`config.mk`:
```
export PLATFORM = sky130hd
export DESIGN_NAME = serial_alu_ctrl
export DESIGN_NICKNAME = d
export VERILOG_FILES = /design/src/rtl/serial_alu_ctrl.sv
export SDC_FILE = /design/constraint.sdc
export NUM_CORES = 1
export LEC_CHECK = 0
export ABC_AREA = 1
export BUFFER_PORTS_ARGS = -buffer_cell sky130_fd_sc_hd__buf_2
export CORE_UTILIZATION = 56
export DETAILED_ROUTE_END_ITERATION = 10
export GPL_ROUTABILITY_DRIVEN = 0
export PLACE_DENSITY = 0.83
export SETUP_SLACK_MARGIN = 0.02
export SYNTH_ARGS = -nofsm -noshare
export SYNTH_HDL_FRONTEND = slang
export SYNTH_SLANG_ARGS = --single-unit
```
`constraint.sdc`:
```
create_clock -name clk -period 2.15 [get_ports clk]
set_input_delay 0.3225 -clock clk [delete_from_list [all_inputs] [get_ports clk]]
set_output_delay 0.3225 -clock clk [all_outputs]
set_load 0.02 [all_outputs]
```
`src/rtl/serial_alu_ctrl.sv`:
```
`default_nettype none
// ============================================================================
// Module   : serial_alu_ctrl
// Summary  : Bit-serial sequencer that steps an external 1-bit ALU cell LSB
//            first to compute WIDTH-bit ADD/SUB/AND/OR/XOR/NOT.
//            Optional macro SERIAL_ALU_OVF_EN adds a signed-overflow output.
// Revision : 1.0  initial release
// ============================================================================
module serial_alu_ctrl #(
    parameter int WIDTH = 8
) (
    input  logic             clk,
    input  logic             reset,
    input  logic             start,
    input  logic [2:0]       op,
    input  logic [WIDTH-1:0] a,
    input  logic [WIDTH-1:0] b,
    output logic             busy,
    output logic             done,
    output logic [WIDTH-1:0] result,
    output logic             carry_out,
    output logic             zero,
    output logic             cell_a,
    output logic             cell_b,
    output logic             cell_cin,
    output logic [1:0]       cell_s,
    output logic             cell_l,
`ifdef SERIAL_ALU_OVF_EN
    output logic             ovf,
`endif
    input  logic             cell_out,
    input  logic             cell_cout
);

    localparam int               c_CNT_W = (WIDTH > 2) ? $clog2(WIDTH) : 1;
    localparam logic [c_CNT_W-1:0] c_LAST = c_CNT_W'(WIDTH - 1);

    typedef enum logic [1:0] {
        S_IDLE = 2'd0,
        S_RUN  = 2'd1,
        S_DONE = 2'd2
    } state_t;

    state_t               r_state;
    state_t               w_state_nxt;
    logic [WIDTH-1:0]     r_a;
    logic [WIDTH-1:0]     r_b;
    logic [2:0]           r_op;
    logic [c_CNT_W-1:0]   r_cnt;
    logic                 r_carry;
    logic [WIDTH-1:0]     r_result;
    logic                 r_carry_out;
    logic                 r_zero;
    logic                 w_accept;
    logic                 w_last;
    logic                 w_sub;
    logic [WIDTH-1:0]     w_next_result;

    assign w_sub         = r_op[2] & r_op[0];
    assign w_next_result = {cell_out, r_result[WIDTH-1:1]};
    assign result        = r_result;
    assign carry_out     = r_carry_out;
    assign zero          = r_zero;

    always_ff @(posedge clk or posedge reset) begin
        if (reset) begin
            r_state <= S_IDLE;
        end else begin
            r_state <= w_state_nxt;
        end
    end

    always_comb begin
        w_state_nxt = r_state;
        w_accept    = 1'b0;
        w_last      = 1'b0;
        busy        = 1'b0;
        done        = 1'b0;
        cell_a      = 1'b0;
        cell_b      = 1'b0;
        cell_cin    = 1'b0;
        cell_s      = 2'b00;
        cell_l      = 1'b0;
        case (r_state)
            S_IDLE: begin
                if (start) begin
                    w_accept    = 1'b1;
                    w_state_nxt = S_RUN;
                end
            end
            S_RUN: begin
                busy     = 1'b1;
                cell_a   = r_a[0];
                cell_b   = r_b[0] ^ w_sub;
                cell_cin = r_op[2] & r_carry;
                cell_s   = r_op[1:0];
                cell_l   = r_op[2];
                if (r_cnt == c_LAST) begin
                    w_last      = 1'b1;
                    w_state_nxt = S_DONE;
                end
            end
            S_DONE: begin
                done = 1'b1;
                // Back-to-back: a start seen here launches the next op directly
                if (start) begin
                    w_accept    = 1'b1;
                    w_state_nxt = S_RUN;
                end else begin
                    w_state_nxt = S_IDLE;
                end
            end
            default: begin
                w_state_nxt = S_IDLE;
            end
        endcase
    end

    always_ff @(posedge clk or posedge reset) begin
        if (reset) begin
            r_a         <= '0;
            r_b         <= '0;
            r_op        <= '0;
            r_cnt       <= '0;
            r_carry     <= 1'b0;
            r_result    <= '0;
            r_carry_out <= 1'b0;
            r_zero      <= 1'b0;
        end else if (w_accept) begin
            r_a     <= a;
            r_b     <= b;
            r_op    <= op;
            r_cnt   <= '0;
            // SUB is A + ~B + 1: the +1 enters as the initial carry
            r_carry <= op[2] & op[0];
        end else if (busy) begin
            r_a      <= r_a >> 1;
            r_b      <= r_b >> 1;
            r_cnt    <= r_cnt + 1'b1;
            r_result <= w_next_result;
            if (r_op[2]) begin
                r_carry <= cell_cout;
            end
            if (w_last) begin
                r_carry_out <= r_op[2] & cell_cout;
                r_zero      <= (w_next_result == '0);
            end
        end
    end

`ifdef SERIAL_ALU_OVF_EN
    logic r_ovf;
    assign ovf = r_ovf;

    // Signed overflow: carry into the MSB differs from carry out of it
    always_ff @(posedge clk or posedge reset) begin
        if (reset) begin
            r_ovf <= 1'b0;
        end else if (w_last) begin
            r_ovf <= r_op[2] & (r_carry ^ cell_cout);
        end
    end
`endif

endmodule
`default_nettype wire

```
# == Yosys cells after proc, flatten, opt, wreduce, memory -nomap -nowiden ==
# Cells that the tools add are included.
# classes
add_sub_neg,1
eq_ne,5
mux,24
n_bitwise,6
n_reduce_logical,9
# op_table
cell,n
8-bit 2-to-1 mux,4
1-bit 2-to-1 mux,14
8-bit logical NOT,1
2-bit 2-to-1 mux,3
3-bit 2-to-1 mux,2
2-bit one-hot mux with 3 select lines,1
2-bit AND reduction,3
1-bit bitwise AND,4
2-bit inequality test (second input constant),2
2-bit nonzero test,2
3-bit by 1-bit adder with 3-bit output (second input constant),1
3-bit equality test (second input constant),1
3-bit AND reduction,1
2-bit by 1-bit equality test with 1-bit output (second input constant),1
2-bit equality test (second input constant),1
2-bit logical NOT,1
2-bit OR reduction,1
1-bit inverter,1
1-bit bitwise XOR,1
# totals
reg_bits,35
inputBits,24

# == Longest topological paths before layout ==
# logic_depth
word_depth,5
depth_mapped,7

# == Least setup slack after synthesis ==
# No wires, ideal clock.
# synth_timing
path_type,flip-flop to output port
startpoint,reg r_state[0]
endpoint,out cell_b
t_arrival_ns,1.165
t_required_ns,1.827
path_slack_ns,0.663
path_stages_with_launch,6
n_path_buf,1
cell_sequence,dfrtp_1 -> inv_2 -> nor2_2 -> buf_4 -> nand2_1 -> nor2_1
# synth_via
elab_chain_len,2
# synth_rtl
element,line,text
from (decl),44,state_t r_state;
from (signal assigned),69,r_state <= w_state_nxt;
2-bit by 1-bit equality test with 1-bit output,84,case (r_state)
1-bit 2-to-1 mux,84,
to (decl),24,"output logic cell_b,"
# Every way passes these cells.

# == Worst setup path after layout ==
# layout_timing
startpoint,reg r_state[0]
endpoint,out busy
# layout_via
elab_chain_len,2
# layout_rtl
element,line,text
2-bit by 1-bit equality test with 1-bit output,84,
1-bit 2-to-1 mux,84,
to (decl),18,"output logic busy,"
# Every way passes these cells.

==> reports/results.ini <==
[power_and_ir_drop]
total_leakage_power_uw = 0.00120
netSwitchingFraction = 0.434
internal-power_uw = 1640
switchingPower_uw = 1260
seq_power_share = 0.397
power_density_nw_per_um2 = 1470
clkPwrFrac = 0.152
vdd_drop_max_uv = 1200
p_comb_frac = 0.452

[critical_path]
arrival_ns = 1.50
critPathCaptureType = output port
crit_path_start_kind = flip-flop
reg2reg_from = r_state[0]$_DFFE_PP0P_
r2r_end = r_a[0]$_DFFE_PP0P_
ff2ff_path_depth = 5
crit_start = r_state[0]$_DFFE_PP0P_
crit_required_ns = 1.83
crit_fanout = 9
reg2reg_slack_ns = 0.62
crit_type = reg2out

[drt]
routed.top_layer = met4
wirelength_um = 3300
via_per_inst = 4.74
drt_iter0_markers = 55
firstDrtPassIters = 4
vias = 1426
routedWlPerCell_um = 10.9
wl_met2_um = 1710
ant_nets = 0
drt-met1-wl_um = 1430
drc = 0
met3_length_um = 116

[final_layout]
nFillCells = 249
multiInputGateArea_um2 = 608
diodes = 0
fin_util = 0.709
seqCellArea_um2 = 876
nets = 296
layout-drive-gt1-share = 0.211
area_growth_pct = 17.9

[global_route]
grt_antenna_before_repair = 0
grt_pass1_vias = 1363
overflow = 0
grt_start_max_net_pins = 36
grt_pass1_wl_um = 5510
gr-usage-all-layers = 0.226

[die]
ios = 42
row_count = 19
dieWidth_um = 56.7
start_util = 0.601
dieArea_um2 = 3210
coreArea_um2 = 2780
die_y_um = 56.7

[logic_synthesis]
yosys.area.top_type = dfrtp_1
yosys.area.top_type_share = 0.524
yosysUniqueCellTypes = 14
synth-seq-area-share = 0.524
ys_seq_elements = 35
synth_area_per_cell_um2 = 7.43
yosysWarnings = 0
synth_top_family_by_area = simple AND/OR/NAND/NOR gates
synth_compound_area_frac = 0.0389
synth.area.top_cells = dfrtp_1 52%, nand2_1 22%, inv_1 8.1%
netlist_area_um2 = 1670
synth_fa_ha_area_frac = 0.0150
synth-xor-area-share = 0
syn-num-nets = 251
synth-simple-area-share = 0.310
muxShareOfSynthArea = 0
syn_inst = 225

[sta]
max_freq_mhz = 550
hold_violations = 0
tightest_slew_ns = 0.434
finalSetupViolations = 0
min_period_ns = 1.82
tns_ns = 0
finalMaxSlewViolations = 0
slew_headroom = 0.711
fin_skew_ns = 0.00660
timing.final.crit_share = 0.846
rsz0062_at_grt = false

[run]
maxCapViolCount = 0

[place]
hpwl_um = 2390
io_buffers = 41

[clock_tree]
insertion_delay_ns = 0.33
root_buffer = clkbuf_4
numCtsBuffers = 5
htreeDepth = 2
cts_sinks = 35
cts_resized = 0
clockBufferDepth = 2
cts_tree = done
hold_buffers = 0
post_cts_buffers = 0
clkTransAtPathRegs_ns = 0.10

[outcome]
status = complete, no violations

[min_path]
hold_path_class = in2async

power by group through the flow:
stage	combinational (uW)	clock, uW	sequential [uW]
2_1_floorplan	923	0	1210
3_3_place_gp	1280	0	1150
3_5_place_dp	1320	0	1160
4_1_cts	1330	451	1150
5_1_grt	1490	476	1180
6_report	1310	440	1150
worst max-delay path, stage by stage (launching register included):
cell,delay [ns]
dfrtp_1,0.46
inv_2,0.07
nor2_2,0.24
buf_4,0.22
buf_2,0.17
layer usage:
| metal | up-vias | GRT usage |
|---|---|---|
| li1 | 756 | - |
| met1 | 639 | 0.280 |
| met2 | 27 | 0.382 |
| met3 | 4 | 0.0484 |
| met4 | 0 | 0.0941 |
| met5 | - | 0 |
worst max path at each step:
stage | end | slack [ns] | depth (start not counted)
floorplan | cell_b | 0.66 | 5
global placement | r_a[0]$_DFFE_PP0P_ | 0.72 | 5
detailed placement | r_a[1]$_DFFE_PP0P_ | 0.64 | 5
CTS | busy | 0.33 | 4
global route | busy | 0.25 | 4
finish | busy | 0.33 | 4
cell usage after synthesis:
cell type / instances
a21oi_1: 2
buf_2: 4
buf_4: 2
buf_6: 1
dfrtp_1: 35
ha_1: 2
inv_1: 36
inv_2: 2
nand2_1: 98
nand2_2: 3
nand3_1: 16
nor2_1: 12
nor2_2: 1
o21ai_0: 11
cells by family (layout without fill, tap and decap cells):
kind of cell,after synthesis,after routing
simple gates,130,130
buf+inv,45,90
flops,35,35
compound gates,13,13
fa+ha+maj,2,2
layout make-up:
| class | instances | share of cell area |
|---|---|---|
| repair buffers | 45 | 0.119 |
| clock inverters | 1 | 0.0152 |
| flip-flops and latches | 35 | 0.444 |
| clock buffers | 6 | 0.0209 |
| well taps | 31 | 0.0197 |
| multi-input cells | 145 | 0.308 |
| inverters | 38 | 0.0723 |
registers in the layout (all words and copies together), names as in the netlist:
name / count
r_a: 8
r_b: 8
result: 8
r_cnt: 3
r_op: 3
r_state: 2
carry_out: 1
r_carry: 1
zero: 1
cells in the final DEF, fill, tap and decap left out:
cell and count:
nand2_1 98, nor2_1 12, clkbuf_1 1, buf_2 41, o21ai_0 11, inv_2 2
dfrtp_1 35, nand2_2 3, inv_1 36, nand3_1 16, a21oi_1 2, buf_4 4
nor2_2 1, bufinv_16 1, ha_1 2, clkbuf_4 5
through the flow:
step | instances | worst slack, ns | cell area (um2) | total power [uW] | hold WS (ns)
2_1_floorplan | 225 | 0.663 | 1670 | 2140 | 0.432
3_3_place_gp | 294 | 0.717 | 1900 | 2430 | 0.436
3_5_place_dp | 294 | 0.640 | 1900 | 2480 | 0.434
4_1_cts | 301 | 0.330 | 1970 | 2930 | 0.0656
5_1_grt | 301 | 0.254 | 1970 | 3150 | 0.0942
6_report | 301 | 0.330 | 1970 | 2900 | 0.0658
(Power assumes the default switching activity.)
